### src/rtl/sha256_pkg.sv
// Shared constants and enumerations for the SHA-256 message fetch/padding path.
package sha256_pkg;

  localparam int unsigned BLOCK_BYTES     = 32'd64;
  localparam int unsigned WORD_BYTES      = 32'd4;
  localparam int unsigned LEN_FIELD_BYTES = 32'd8;
  localparam logic [7:0]  PAD_BYTE        = 8'h80;

  typedef enum logic [1:0] {
    IDLE = 2'd0,
    FILL = 2'd1,
    HOLD = 2'd2
  } state_t;

  typedef enum logic [1:0] {
    SRC_MEM  = 2'd0,
    SRC_PAD  = 2'd1,
    SRC_ZERO = 2'd2,
    SRC_LEN  = 2'd3
  } byte_src_t;

endpackage

### src/rtl/pad_byte_sel.sv
// Decides where the byte at padded position p comes from and, for the trailing
// length field, which byte of the 64-bit bit count it is.
module pad_byte_sel
  import sha256_pkg::*;
#(
  parameter int AW = 7,
  parameter int PW = 14
) (
  input  logic [PW-1:0] p,
  input  logic [AW-1:0] l,
  input  logic [PW-1:0] t,
  output byte_src_t     src,
  output logic [7:0]    len_byte
);

  logic [PW-1:0] l_ext_s;
  logic [63:0]   len_bits_s;
  logic [2:0]    len_idx_s;

  assign l_ext_s    = PW'(l);
  assign len_bits_s = 64'(l) << 3;
  // T is a multiple of 8, so the offset inside the length field is just p mod 8
  assign len_idx_s  = p[2:0];

  // Byte-source classification of position p
  always_comb begin
    src = SRC_ZERO;
    if (p < l_ext_s) begin
      src = SRC_MEM;
    end else if (p == l_ext_s) begin
      src = SRC_PAD;
    end else if (p >= (t - PW'(LEN_FIELD_BYTES))) begin
      src = SRC_LEN;
    end else begin
      src = SRC_ZERO;
    end
  end

  // Length byte, most significant byte first
  always_comb begin
    len_byte = len_bits_s[{3'd7 - len_idx_s, 3'b000} +: 8];
  end

endmodule

### src/rtl/msg_pad_fetch.sv
// SHA-256 message fetch and padding engine: streams padded big-endian words,
// 16 per block, fetching message bytes through a one-cycle-latency byte memory.
module msg_pad_fetch
  import sha256_pkg::*;
#(
  parameter  int MAX_MESSAGE_LENGTH = 55,
  localparam int AW = $clog2(MAX_MESSAGE_LENGTH) + 1
) (
  input  logic          clock,
  input  logic          reset,
  input  logic          start,
  input  logic [AW-1:0] msg_length,
  output logic          read_en,
  output logic [AW-1:0] read_address,
  input  logic [7:0]    read_data,
  output logic          word_valid,
  input  logic          word_ready,
  output logic [31:0]   word_data,
  output logic [3:0]    word_index,
  output logic          block_last,
  output logic          busy,
  output logic          done,
  output logic          len_error
);

  localparam int PW = AW + 7;
  localparam logic [AW-1:0] MAX_LEN = AW'(MAX_MESSAGE_LENGTH);

  state_t        state_r, state_s;
  logic [AW-1:0] len_r;
  logic [PW-1:0] issue_pos_r;
  logic          iss_v_r, cap_v_r;
  byte_src_t     src_r, cap_src_r, src_s;
  logic [7:0]    len_byte_r, cap_len_byte_r, len_byte_s;
  logic [1:0]    cap_cnt_r;

  logic          read_en_r, word_valid_r, block_last_r, busy_r, done_r, len_error_r;
  logic [AW-1:0] read_address_r;
  logic [31:0]   word_data_r;
  logic [3:0]    word_index_r;

  logic          word_valid_s, block_last_s, busy_s, done_s, len_error_s;
  logic [3:0]    word_index_s;

  logic          accept_s, reject_s, xfer_s, final_s, issue_s, word_done_s;
  logic [AW-1:0] l_eff_s;
  logic [PW-1:0] pos_s, t_s;
  logic [31:0]   l_wide_s;
  logic [7:0]    cap_byte_s;

  assign accept_s    = (state_r == IDLE) && start && (msg_length <= MAX_LEN);
  assign reject_s    = (state_r == IDLE) && start && (msg_length > MAX_LEN);
  assign xfer_s      = (state_r == HOLD) && word_valid_r && word_ready;
  assign final_s     = (issue_pos_r == t_s);
  assign word_done_s = cap_v_r && (cap_cnt_r == 2'd3);
  // In IDLE the first position is issued on the same edge that latches L
  assign l_eff_s     = (state_r == IDLE) ? msg_length : len_r;
  assign pos_s       = (state_r == IDLE) ? {PW{1'b0}} : issue_pos_r;
  assign issue_s     = accept_s
                     || ((state_r == FILL) && (issue_pos_r[1:0] != 2'b00))
                     || (xfer_s && !final_s);
  assign l_wide_s    = 32'(l_eff_s);
  assign t_s         = PW'(((l_wide_s + LEN_FIELD_BYTES) / BLOCK_BYTES + 32'd1) * BLOCK_BYTES);

  pad_byte_sel #(.AW(AW), .PW(PW)) u_sel (
    .p        (pos_s),
    .l        (l_eff_s),
    .t        (t_s),
    .src      (src_s),
    .len_byte (len_byte_s)
  );

  // State register
  always_ff @(posedge clock or negedge reset) begin
    if (!reset) begin
      state_r <= IDLE;
    end else begin
      state_r <= state_s;
    end
  end

  // Next-state logic
  always_comb begin
    state_s = state_r;
    case (state_r)
      IDLE:    if (accept_s) state_s = FILL; else state_s = IDLE;
      FILL:    if (word_done_s) state_s = HOLD; else state_s = FILL;
      HOLD: begin
        if (xfer_s) begin
          if (final_s) state_s = IDLE; else state_s = FILL;
        end else begin
          state_s = HOLD;
        end
      end
      default: state_s = IDLE;
    endcase
  end

  // Next values of the registered handshake and status outputs
  always_comb begin
    word_valid_s = word_valid_r;
    block_last_s = block_last_r;
    word_index_s = word_index_r;
    busy_s       = busy_r;
    done_s       = 1'b0;
    len_error_s  = 1'b0;
    case (state_r)
      IDLE: begin
        if (accept_s) begin
          busy_s       = 1'b1;
          word_index_s = 4'd0;
        end else if (reject_s) begin
          len_error_s = 1'b1;
        end else begin
          busy_s = 1'b0;
        end
      end
      FILL: begin
        if (word_done_s) begin
          word_valid_s = 1'b1;
          block_last_s = final_s;
        end else begin
          word_valid_s = 1'b0;
        end
      end
      HOLD: begin
        if (xfer_s) begin
          word_valid_s = 1'b0;
          block_last_s = 1'b0;
          if (final_s) begin
            busy_s = 1'b0;
            done_s = 1'b1;
          end else begin
            word_index_s = word_index_r + 4'd1;
          end
        end else begin
          word_valid_s = 1'b1;
        end
      end
      default: begin
        word_valid_s = 1'b0;
        block_last_s = 1'b0;
        word_index_s = 4'd0;
        busy_s       = 1'b0;
      end
    endcase
  end

  // Registered handshake and status outputs
  always_ff @(posedge clock or negedge reset) begin
    if (!reset) begin
      word_valid_r <= 1'b0;
      block_last_r <= 1'b0;
      word_index_r <= 4'd0;
      busy_r       <= 1'b0;
      done_r       <= 1'b0;
      len_error_r  <= 1'b0;
    end else begin
      word_valid_r <= word_valid_s;
      block_last_r <= block_last_s;
      word_index_r <= word_index_s;
      busy_r       <= busy_s;
      done_r       <= done_s;
      len_error_r  <= len_error_s;
    end
  end

  // Issue stage: memory strobe plus the byte source travelling alongside it
  always_ff @(posedge clock or negedge reset) begin
    if (!reset) begin
      iss_v_r        <= 1'b0;
      read_en_r      <= 1'b0;
      read_address_r <= {AW{1'b0}};
      src_r          <= SRC_ZERO;
      len_byte_r     <= 8'h00;
      issue_pos_r    <= {PW{1'b0}};
      len_r          <= {AW{1'b0}};
    end else begin
      iss_v_r   <= issue_s;
      read_en_r <= issue_s && (src_s == SRC_MEM);
      if (issue_s) begin
        read_address_r <= pos_s[AW-1:0];
        src_r          <= src_s;
        len_byte_r     <= len_byte_s;
        issue_pos_r    <= pos_s + PW'(1);
      end else begin
        read_address_r <= read_address_r;
        src_r          <= src_r;
        len_byte_r     <= len_byte_r;
        issue_pos_r    <= issue_pos_r;
      end
      if (accept_s) begin
        len_r <= msg_length;
      end else begin
        len_r <= len_r;
      end
    end
  end

  // Delay stage matching the memory read latency for every byte source
  always_ff @(posedge clock or negedge reset) begin
    if (!reset) begin
      cap_v_r        <= 1'b0;
      cap_src_r      <= SRC_ZERO;
      cap_len_byte_r <= 8'h00;
    end else begin
      cap_v_r        <= iss_v_r;
      cap_src_r      <= src_r;
      cap_len_byte_r <= len_byte_r;
    end
  end

  // Byte selected for capture
  always_comb begin
    cap_byte_s = 8'h00;
    case (cap_src_r)
      SRC_MEM:  cap_byte_s = read_data;
      SRC_PAD:  cap_byte_s = PAD_BYTE;
      SRC_LEN:  cap_byte_s = cap_len_byte_r;
      SRC_ZERO: cap_byte_s = 8'h00;
      default:  cap_byte_s = 8'h00;
    endcase
  end

  // Word assembly, first byte ends up most significant
  always_ff @(posedge clock or negedge reset) begin
    if (!reset) begin
      word_data_r <= 32'h0000_0000;
      cap_cnt_r   <= 2'd0;
    end else if (cap_v_r) begin
      word_data_r <= {word_data_r[23:0], cap_byte_s};
      cap_cnt_r   <= cap_cnt_r + 2'd1;
    end else begin
      word_data_r <= word_data_r;
      cap_cnt_r   <= cap_cnt_r;
    end
  end

  assign read_en      = read_en_r;
  assign read_address = read_address_r;
  assign word_valid   = word_valid_r;
  assign word_data    = word_data_r;
  assign word_index   = word_index_r;
  assign block_last   = block_last_r;
  assign busy         = busy_r;
  assign done         = done_r;
  assign len_error    = len_error_r;

endmodule

### config.mk
export PLATFORM = sky130hd
export DESIGN_NAME = msg_pad_fetch
export DESIGN_NICKNAME = d
export VERILOG_FILES = /design/src/rtl/sha256_pkg.sv /design/src/rtl/pad_byte_sel.sv /design/src/rtl/msg_pad_fetch.sv
export SDC_FILE = /design/constraint.sdc
export NUM_CORES = 1
export LEC_CHECK = 0
export ABC_AREA = 1
export CAP_MARGIN = 20
export CORE_ASPECT_RATIO = 1.25
export CORE_MARGIN = 5
export CORE_UTILIZATION = 52
export CTS_BUF_LIST = sky130_fd_sc_hd__clkbuf_4 sky130_fd_sc_hd__clkbuf_8
export DETAILED_ROUTE_END_ITERATION = 10
export PLACE_DENSITY = 0.79
export SLEW_MARGIN = 0
export SYNTH_ARGS = -nofsm -noshare
export SYNTH_HDL_FRONTEND = slang
export SYNTH_HIERARCHICAL = 1
export SYNTH_SLANG_ARGS = --single-unit
### constraint.sdc
create_clock -name clock -period 3.3 [get_ports clock]
set_clock_uncertainty 0.2 [all_clocks]
set_input_delay 0.33 -clock clock [delete_from_list [all_inputs] [get_ports clock]]
set_output_delay 0.33 -clock clock [all_outputs]
set_load 0.03 [all_outputs]
==> results of run 1 <==
[how the worst max path moves through the flow]
stage | cells past startpoint | slack, ns | to
after floorplan | 27 | 0.02 | read_en$_DFF_PN0_
after global placement | 26 | -0.20 | read_en$_DFF_PN0_
after CTS | 27 | -0.03 | read_en$_DFF_PN0_
final | 27 | -0.09 | read_en$_DFF_PN0_
after detailed placement | 26 | -0.28 | read_en$_DFF_PN0_
after global routing | 27 | -0.30 | read_en$_DFF_PN0_
[final cells by class]
class	count	area (sq um)
fill	851	3330
multi-input combinational	481	2640
sequential	96	2400
timing repair buffer	104	961
inverter	87	329
tap	129	161
clock buffer	10	138
clock inverter	6	95.1
[cell usage in the layout, fill, tap and decap left out, types with 11 or more instances in the layout]
master           Yosys  final
nand4_1             12     12
ha_1                31     27
a21oi_1             18     17
xor2_1              13     13
nand2_1            173    166
buf_4                4     36
nor2_1              67     64
clkdlybuf4s50_1      0     66
nand3_1             66     66
inv_1               83     78
o21ai_0             24     24
dfrtp_1             94     94
conb_1               2     26
xnor2_1             11     11
[power by group through the flow]
stage | sequential (mW) | clock, mW | combinational [mW]
floorplan | 2.25 | 0 | 1.63
global placement | 1.80 | 0 | 3.13
detailed placement | 1.82 | 0 | 3.20
CTS | 1.80 | 0.906 | 3.29
global route | 1.84 | 0.946 | 3.65
finish | 1.79 | 0.894 | 3.31
[synth_stat cells (3+ instances only)]
cell,number
nor2_2,6
buf_6,4
inv_2,3
xor2_1,13
a21oi_1,18
nor3_1,5
ha_1,31
clkbuf_1,12
nand3_1,66
o21ai_0,24
a31oi_1,7
nand4_1,12
xnor2_1,11
nand2_1,173
mux2_2,9
dfrtp_1,94
nand2_2,3
buf_4,4
nor2_1,67
inv_1,83
[per-layer routing]
layer | GRT usage [%] | routed length, um | vias to the layer above
li1 | - | - | 2301
met5 | 0 | 0 | -
met1 | 25.4 | 5070 | 2212
met4 | 13.4 | 526 | 0
met2 | 39.8 | 6790 | 125
met3 | 2.54 | 469 | 35
[cell families after synthesis]
kind of cell | Yosys count | share of synthesized area (%)
AO/OA/AOI/OAI | 52 | 5.18
XOR/XNOR | 24 | 3.96
adder cells (fa/ha/maj) | 31 | 7.30
buffers and inverters | 110 | 8.65
flip-flops | 96 | 45.3
multiplexers | 9 | 1.91
other | 2 | 0.141
AND/OR/NAND/NOR | 339 | 27.6
[through the flow]
step | TNS, ns | util [%] | instance area (sq um) | total power, mW
final | -0.108 | 66.9 | 6730 | 6.00
after global routing | -0.562 | 66.9 | 6730 | 6.44
after CTS | -0.0350 | 66.6 | 6690 | 5.99
after detailed placement | -0.354 | 63.5 | 6390 | 5.02
after global placement | -0.199 | 63.5 | 6390 | 4.92
after floorplan | 0 | - | 5430 | 3.88
[critical path, cell delays in order, from the launching register on]
cell     delay [ns]
dfrtp_1        0.38
inv_2          0.07
ha_4           0.18
buf_12         0.14
nand2_2        0.05
nand2_1        0.05
nor2_1         0.11
nand2_1        0.10
nand2_2        0.09
inv_2          0.04
ha_4           0.25
nor2_4         0.10
nand2_1        0.06
nor2_1         0.10
nand2_1        0.08
xnor2_1        0.13
inv_1          0.09
ha_4           0.29
nand2_4        0.06
nor2_4         0.13
nand2_2        0.07
nor2_2         0.13
nand2_1        0.07
nand3_1        0.07
nand2_1        0.06
inv_2          0.06
or2_4          0.11
a21oi_2        0.03
[flip-flops by register name, indices dropped and copies added, names as in the netlist, 2 cells and up]
register,count
issue_pos_r,14
src_r,2
word_data,32
len_byte_r,8
read_address,7
cap_cnt_r,2
len_r,7
cap_len_byte_r,8
word_index,4
state_r,2
cap_src_r,2
[what timing repair did]
action,4_1_cts,5_1_grt
endpoints found under the hold margin,57,0
resized for setup,10,10
setup buffers,2,1
hold buffers,1,0
pin swaps,16,7
endpoints found under the setup margin,1,3
==> run_results.csv, run 1 <==
group,metric,value,unit
pwr,pwr-share-seq,29.9,%
drt,drt_iter0_markers,342,
logic_synthesis,synth_top_area_cell,"dfrtp_1",
clock_tree,worstSkewPairLatency,0.37,ns
logic_synthesis,ys_types,33,
cells_and_area,layout.nets,829,
floorplanning,ios,68,
timing,slew_violations,0,
place,placedCellCount,893,
place,dpl.hpwl,9.57,mm
clock_tree,clock_path_buffers,2,
cells_and_area,num_antenna_cells,0,
cells_and_area,syn2layout_area_growth,26.7,%
setup_path,r2r-end,"read_en$_DFF_PN0_",
setup_path,cp-end-kind,"register",
timing,rsz0062_at_grt,"yes",
cells_and_area,final_cells,913,
timing,max_freq,295,MHz
logic_synthesis,synth_cells,663,
drt,wire_per_inst,14.1,um
setup_path,crit_fanout,8,
clock_tree,cts_sinks,96,
grt,grt_pass1_vias,4752,
worst_hold_path,min_to,"cap_v_r$_DFF_PN0_",
logic_synthesis,postSynthAreaPerCell,8.01,sq um
timing,whs,0.171,ns
drt,drtPass1Iterations,4,
worst_hold_path,min_path_type,"reg2reg",
drt,wl,12.9,mm
logic_synthesis,synth_seq_area_share,45.3,%
drt,via_per_inst,5.12,
flow_run,maxCapViolCount,0,
floorplanning,die_h,123,um
logic_synthesis,netlist_area,5310,sq um
grt,antenna_found_initial,0,
logic_synthesis,synthTopCellsByArea,"dfrtp_1, nand2_1, ha_1",
floorplanning,rows,41,
drt,vias,4673,
timing,period_minus_slack,3.39,ns
logic_synthesis,synth_seq_cells,96,
grt,grt_first_pass_wirelength,21.9,mm
setup_path,reg2regPathDepth,27,
floorplanning,core_region_area,10100,sq um
clock_tree,root_buffer,"clkbuf_8",
drt,ant_nets,0,
logic_synthesis,synth_edf_count,0,
drt,drc,0,
clock_tree,cts_max_level,3,
grt,track_usage,22.3,%
logic_synthesis,synth_top_area_share,44.3,%
floorplanning,die-area,12300,sq um
cells_and_area,drive_gt1_share,13.1,%
setup_path,r2r-start,"state_r[0]$_DFF_PN0_",
worst_hold_path,min_delay_path_depth,0,
grt,grt_remaining_overflow,0,
setup_path,crit_required,3.36,ns
pwr,p_int,3.32,mW
place,place_ws,-0.278,ns
outcome,violations,"setup timing",
logic_synthesis,yosys_most_used_dff,"dfrtp_1",
pwr,combinationalPowerShare,55.2,%
floorplanning,start_util,52.8,%
setup_path,crit_type,"reg2reg",
pwr,switching_share,44.7,%
timing,slew_headroom,48.6,%
timing,finalCritPeriodShare,103,%
setup_path,critical_path.startpoint,"state_r[0]$_DFF_PN0_",
pwr,p_per_area,892,nW/um^2
timing,worst_pin_slew,0.771,ns
pwr,p_leak,3.48,nW
setup_path,startpoint_type,"register",
pwr,clockPowerShare,14.9,%
grt,grt_max_degree,61,
clock_tree,clk_pin_slew,0.09,ns
logic_synthesis,yosys_warnings,6,
place,io_buffers,67,
outcome,status,"finished with violations",
pwr,p_sw,2.68,mW
clock_tree,cts_tree,"yes",
timing,hold_viol_final,0,
clock_tree,cts_buffers,9,
timing,finalSetupViolCount,2,
floorplanning,die_x,100,um
setup_path,r2r_slack,-0.09,ns
place,gp_routability_congestion,0.880,
logic_synthesis,synth-async-reset-ratio,100,%
worst_hold_path,hp-start,"iss_v_r$_DFF_PN0_",
setup_path,crit_arrival,3.45,ns
timing,fin_ws,-0.0881,ns
pwr,ir_worst_vdd,0.384,mV
(Power assumes the default switching activity.)
==> run 2, diff against run 1 <==
- CAP_MARGIN: 20 -> 15
- CORE_UTILIZATION: 52 -> 51
- SYNTH_HIERARCHICAL: 1 -> default
==> run 2 against run 1 <==
The flow now finishes without violations. Fmax grew 12%. Combinational power is 18% lower. Setup slack better by 0.36 ns. Cell count down 18%. Sequential power hardly changed. Synthesized cell count shrank 17%. Global-route usage is 2.6 points lower. Die area decreased by 10%. Worst hold slack got worse by 0.0037 ns. Clock power shrank 19%. Register-to-register slack better by 0.36 ns. Utilization fell by 4.0 points. Critical path type unchanged. Critical endpoint is now issue_pos_r[10]$_DFFE_PN0P_. Largest cell class is now flip-flops and latches.
==> run_results.csv, run 2 <==
group,metric,value,unit
outcome,status,"complete, no violations",
place,gp_routability_congestion,0.967,
floorplanning,start_util,51.4,%
floorplanning,die_h,117,um
setup_path,crit_type,"reg2reg",
timing,worst_pin_slew,0.838,ns
timing,slew_headroom,44.1,%
grt,antenna_found_initial,0,
setup_path,crit_required,3.40,ns
floorplanning,die-area,11100,sq um
cells_and_area,layout.nets,657,
timing,max_freq,330,MHz
logic_synthesis,postSynthAreaPerCell,8.48,sq um
clock_tree,clk_pin_slew,0.09,ns
clock_tree,cts_tree,"yes",
floorplanning,ios,68,
logic_synthesis,yosys_most_used_dff,"dfrtp_1",
cells_and_area,seqCellArea,2360,sq um
timing,hold_viol_final,0,
logic_synthesis,ys_types,31,
cells_and_area,fin_util,62.9,%
setup_path,critical_path.startpoint,"state_r[1]$_DFF_PN0_",
timing,fin_ws,0.271,ns
cells_and_area,layout_common_cells,"nand2_1, dfrtp_1, clkdlybuf4s50_1",
timing,whs,0.167,ns
setup_path,cp-end-kind,"register",
cells_and_area,fillers,764,
cells_and_area,final_common_cell,"nand2_1",
floorplanning,die_x,95.3,um
pwr,p_per_area,924,nW/um^2
worst_hold_path,min_path_type,"reg2reg",
drt,via_per_inst,5.07,
grt,grt_remaining_overflow,0,
setup_path,startpoint_type,"register",
setup_path,crit_fanout,13,
setup_path,r2r-start,"state_r[1]$_DFF_PN0_",
logic_synthesis,synth_seq_area_share,50.7,%
drt,drt_iter0_markers,200,
logic_synthesis,synth_top_area_cell,"dfrtp_1",
timing,finalCritPeriodShare,91.8,%
drt,wl,10.4,mm
flow_run,maxCapViolCount,0,
clock_tree,cts_max_level,3,
timing,slew_violations,0,
place,io_buffers,67,
logic_synthesis,syn_nets,585,
cells_and_area,largest_reg_flops,32,
logic_synthesis,synth_cells,547,
cells_and_area,multi_input_area,1970,sq um
drt,ant_nets,0,
cells_and_area,num_antenna_cells,0,
drt,wire_per_inst,14.0,um
drt,drc,0,
logic_synthesis,synth_seq_cells,94,
floorplanning,rows,39,
floorplanning,core_region_area,9030,sq um
drt,vias,3790,
grt,grt_max_degree,69,
logic_synthesis,netlist_area,4640,sq um
place,place_ws,0.0696,ns
clock_tree,worstSkewPairLatency,0.36,ns
logic_synthesis,synth_common_cells,"nand2_1, dfrtp_1, nand3_1, nor2_1, inv_1",
grt,grt_pass1_vias,3630,
logic_synthesis,synth_top_area_share,49.6,%
pwr,ir_worst_vdd,0.366,mV
logic_synthesis,synth_edf_count,0,
grt,track_usage,19.7,%
clock_tree,root_buffer,"clkbuf_8",
pwr,total_power,5.24,mW
clock_tree,cts_sinks,94,
clock_tree,cts_buffers,9,
place,dpl.hpwl,7.72,mm
cells_and_area,syn2layout_area_growth,22.3,%
drt,drtPass1Iterations,4,
timing,tns,0,ns
setup_path,crit_arrival,3.13,ns
logic_synthesis,synthTopCellsByArea,"dfrtp_1, nand2_1, nand3_1",
cells_and_area,drive_gt1_share,8.97,%
timing,finalSetupViolCount,0,
logic_synthesis,yosysMostFrequentCell,"nand2_1",
worst_hold_path,hp-start,"iss_v_r$_DFF_PN0_",
clock_tree,clock_path_buffers,2,
grt,grt_first_pass_wirelength,16.9,mm
logic_synthesis,yosys_warnings,0,
pwr,p_leak,2.85,nW
timing,period_minus_slack,3.03,ns
logic_synthesis,synth-async-reset-ratio,100,%
[run 2: cell count changes after synthesis, sizes merged, moves of 5 or more]
| cell | before | now |
|---|---|---|
| nand3 | 68 | 55 |
| xnor2 | 11 | 5 |
| nand2 | 178 | 158 |
| nand4 | 12 | 7 |
| ha | 31 | 19 |
| nor2 | 74 | 54 |
| inv | 86 | 52 |
[run 2: final cells by class]
cell class	instances	share of cell area (%)
Clock buffer	12	2.80
Clock inverter	4	0.529
Inverter	52	3.44
Multi-Input combinational cell	377	34.8
Sequential cell	94	41.5
Tap cell	123	2.71
Timing Repair Buffer	85	14.3
[run 2: metal layers]
layer	part of all wire, %	global-route usage, %	up-vias
li1	-	-	1887
met1	41	23.6	1769
met2	51	33.9	113
met3	5.1	3.80	21
met4	3.3	9.34	0
met5	0	0	-
[run 2: through the flow]
step | cell area (sq um) | std cells
2_1_floorplan | 4640 | 547
6_report | 5680 | 747
3_3_place_gp | 5440 | 728
5_1_grt | 5680 | 747
4_1_cts | 5640 | 745
3_5_place_dp | 5440 | 728
[run 2: cells by family after synthesis]
kind of cell / Yosys count / synth area share, %
AO/OA/AOI/OAI: 50 / 5.74
AND/OR/NAND/NOR: 284 / 26.3
multiplexers: 7 / 1.70
buffers and inverters: 76 / 7.17
XOR/XNOR: 17 / 3.21
adder cells (fa/ha/maj): 19 / 5.12
flip-flops: 94 / 50.7
[run 2: critical path: stages (launching register included)]
cell and delay (ns):
dfrtp_1 0.38, inv_1 0.07, ha_1 0.22, buf_4 0.19, nand2_1 0.07, nand2_1 0.07, nor2_1 0.10, nand2_1 0.10
nand2_2 0.12, inv_1 0.05, ha_1 0.32, xnor2_1 0.17, nand2_1 0.08, nor2_2 0.17, nand3_4 0.12, nand2_8 0.12
buf_4 0.20, nand3_1 0.11, nand2_1 0.09
[run 2: timing repair]
item                                    in CTS  in global routing
hold endpoints to repair                    65                  0
resized for setup                            0                  4
endpoints found under the setup margin       0                 32
setup buffers                                0                  2
hold buffers                                 1                  0
[run 2: worst paths after layout]
kind | depth (start not counted) | to | slack (ns)
setup / recovery | 18 | issue_pos_r[10]$_DFFE_PN0P_ | 0.27
hold / removal | 0 | cap_v_r$_DFF_PN0_ | 0.17
setup reg to reg | 18 | issue_pos_r[10]$_DFFE_PN0P_ | 0.27
hold reg to reg | 0 | cap_v_r$_DFF_PN0_ | 0.17
max in group asynchronous | 3 | src_r[1]$_DFFE_PN1P_ | 1.67
min in group asynchronous | 2 | word_data[23]$_DFFE_PN0P_ | 0.43
[run 2: report_power, final]
group	total, mW	switching, mW	internal (mW)
Combinational	2.71	1.68	1.03
Clock	0.728	0.400	0.328
Sequential	1.80	0.297	1.50
Total	5.24	2.38	2.86
==> variant (settings of run 1) <==
Make the reset (`reset`) synchronous in 5 clocked blocks.
--- a/src/rtl/msg_pad_fetch.sv
+++ b/src/rtl/msg_pad_fetch.sv
@@ -73,3 +73,3 @@
   // State register
-  always_ff @(posedge clock or negedge reset) begin
+  always_ff @(posedge clock) begin
     if (!reset) begin
@@ -149,3 +149,3 @@
   // Registered handshake and status outputs
-  always_ff @(posedge clock or negedge reset) begin
+  always_ff @(posedge clock) begin
     if (!reset) begin
@@ -168,3 +168,3 @@
   // Issue stage: memory strobe plus the byte source travelling alongside it
-  always_ff @(posedge clock or negedge reset) begin
+  always_ff @(posedge clock) begin
     if (!reset) begin
@@ -200,3 +200,3 @@
   // Delay stage matching the memory read latency for every byte source
-  always_ff @(posedge clock or negedge reset) begin
+  always_ff @(posedge clock) begin
     if (!reset) begin
@@ -225,3 +225,3 @@
   // Word assembly, first byte ends up most significant
-  always_ff @(posedge clock or negedge reset) begin
+  always_ff @(posedge clock) begin
     if (!reset) begin
Check against the original RTL: differs if reset is asserted again (counterexample within 4 cycles, from zero or initial values and one cycle with reset low); with reset held inactive, the same outputs for 10 cycles.
==> variant against run 1 <==
The run still ends with negative setup slack left. Critical path depth down 3. Die area increased by 0.55%. Setup slack better by 9.0 ps. Utilization rose by 3.0 points. Cell area increased by 4.5%. Sequential cell count unchanged. Synthesized area rose by 0.61%. Routed wire length rose by 13%. Non-clock buffer count up 16. Count of clock-buffer cells in the layout is 1 lower. Critical endpoint is now src_r[1]$_SDFFE_PN1P_. Highest routed layer unchanged.
Power is not compared: it rests on default switching activity, and its combinational part moved more than twofold at a synthesized area within 25%.
==> variant: results (changes against run 1) <==
Status: complete, but fails checks
Failing checks: negative setup slack
Sequential fraction of the synthesis area: 36.0% (-9.3 points)
Nets: 938 (+13%)
Worst Setup EP: src_r[1]$_SDFFE_PN1P_
Reg2Reg Setup Slack: -80 ps
Crit. Startpoint: state_r[0]$_SDFF_PN0_
Share of cells above drive strength 1: 18.0% (+4.9 points)
Hpwl dp: 9910 um (+3.5%)
CP most frequent cell: buf_4
PnR worst setup slack: -79.1 ps (+8.99 ps)
Post-CTS Setup Bufs: 11 (+9)
Max VDD drop: 0.000266 V
WL/cell: 14.3 um (+1.3%)
Cts bufs inserted: 9 (unchanged)
Cell family with most CP delay: buffers and inverters
Global-route wire length before repair: 22,100 um (+1.2%)
WHS Endpoint: cap_v_r$_SDFF_PN0_
Htree depth: 3 (unchanged)
Synth area leaders: dfxtp_1 (36%), nand2_1 (10%), nor2_1 (9.8%), ha_1 (7.3%), inv_1 (7.0%)
Unique masters post-synth: 34 (+3.0%)
DR pass1 iterations: 5 (+1)
Number of global-route vias before repair: 4,811 (+1.2%)
Dpl ws: -231 ps (+46.9 ps)
DR iter-0 viols: 306 (-11%)
Worst path slowest cell: dfxtp_2
Max incr delay on CP: 350 ps (-30 ps)
Fin Hold WS: 234 ps (+63.3 ps)
Antenna Cells: 0 (unchanged)
All-Layer GR Usage: 22.2% (-0.040 points)
Post-CTS Resized: 16 (+6)
Worst slew margin: 37.5% (-11 points)
CTS Root Cell: clkbuf_8
DR vias: 5,234 (+12%)
Arrival time worst endpoint: 3390 ps (-60 ps)
Reg2reg path depth: 24 (-11%)
Hold-critical path depth: 2 (+2)
Pin count of the biggest net entering global routing: 74 (+21%)
Final setup vio count: 19 (+17)
Worst hold start: iss_v_r$_SDFF_PN0_
Setup_tns: -435 ps (-327 ps)
Ys async rst share: 0% (-100 points)
Placer Congestion: 0.901 (+2.4%)
Most instantiated cells after synthesis: nand2_1 (144), nor2_1 (140), inv_1 (100)
Initial antenna violation count: 0 (unchanged)
## variant: cell types whose count changed after synthesis, sizes merged, moves of 6 or more
cell / run 1 / this run
dfxtp: 0 / 96
dfrtp: 94 / 0
nor2: 74 / 151
nand2: 178 / 153
inv: 86 / 106
o21ai: 24 / 39
clkbuf: 12 / 21
mux2: 9 / 0
a21oi: 18 / 26
o211ai: 0 / 7
nand4: 12 / 6
## variant: power groups by stage
| stage | sequential (uW) | combinational (uW) | clock, uW |
|---|---|---|---|
| floorplan | 1330 | 330 | 0 |
| global placement | 1280 | 553 | 0 |
| detailed placement | 1290 | 567 | 0 |
| CTS | 1260 | 599 | 909 |
| global route | 1270 | 718 | 952 |
| finish | 1260 | 656 | 897 |
## variant: kinds of logic (layout without fill, tap and decap cells)
logic type | count (synthesis) | count (layout) | synth area share (%)
buffers and inverters | 140 | 244 | 11.2
other | 2 | 26 | 0.141
XOR/XNOR | 25 | 25 | 4.10
flip-flops | 96 | 96 | 36.0
AO/OA/AOI/OAI | 78 | 78 | 8.55
AND/OR/NAND/NOR | 392 | 393 | 32.8
adder cells (fa/ha/maj) | 31 | 31 | 7.26
## variant: stage by stage
stage               utilization, %  total power [uW]  cells  instance area, um2
floorplan                        -              1660    788                5450
global placement              62.7              1840    982                6310
detailed placement            62.7              1850    982                6310
CTS                           66.8              2770   1011                6720
global route                  69.9              2940   1022                7030
finish                        69.9              2810   1022                7030
## variant: layout make-up
class	count	area, um2
clock buffer	9	124
fill	839	3020
clock inverter	7	113
sequential	96	1920
tap	129	161
multi-input combinational	553	3140
timing repair buffer	120	1160
inverter	108	413
## variant: layer usage
layer	track usage [%]	part of all wire [%]	vias to the layer above
met5	0	0	-
met4	9.69	4.2	0
met3	3.44	4.3	47
met2	41.2	52	163
met1	24.8	39	2414
li1	-	-	2610
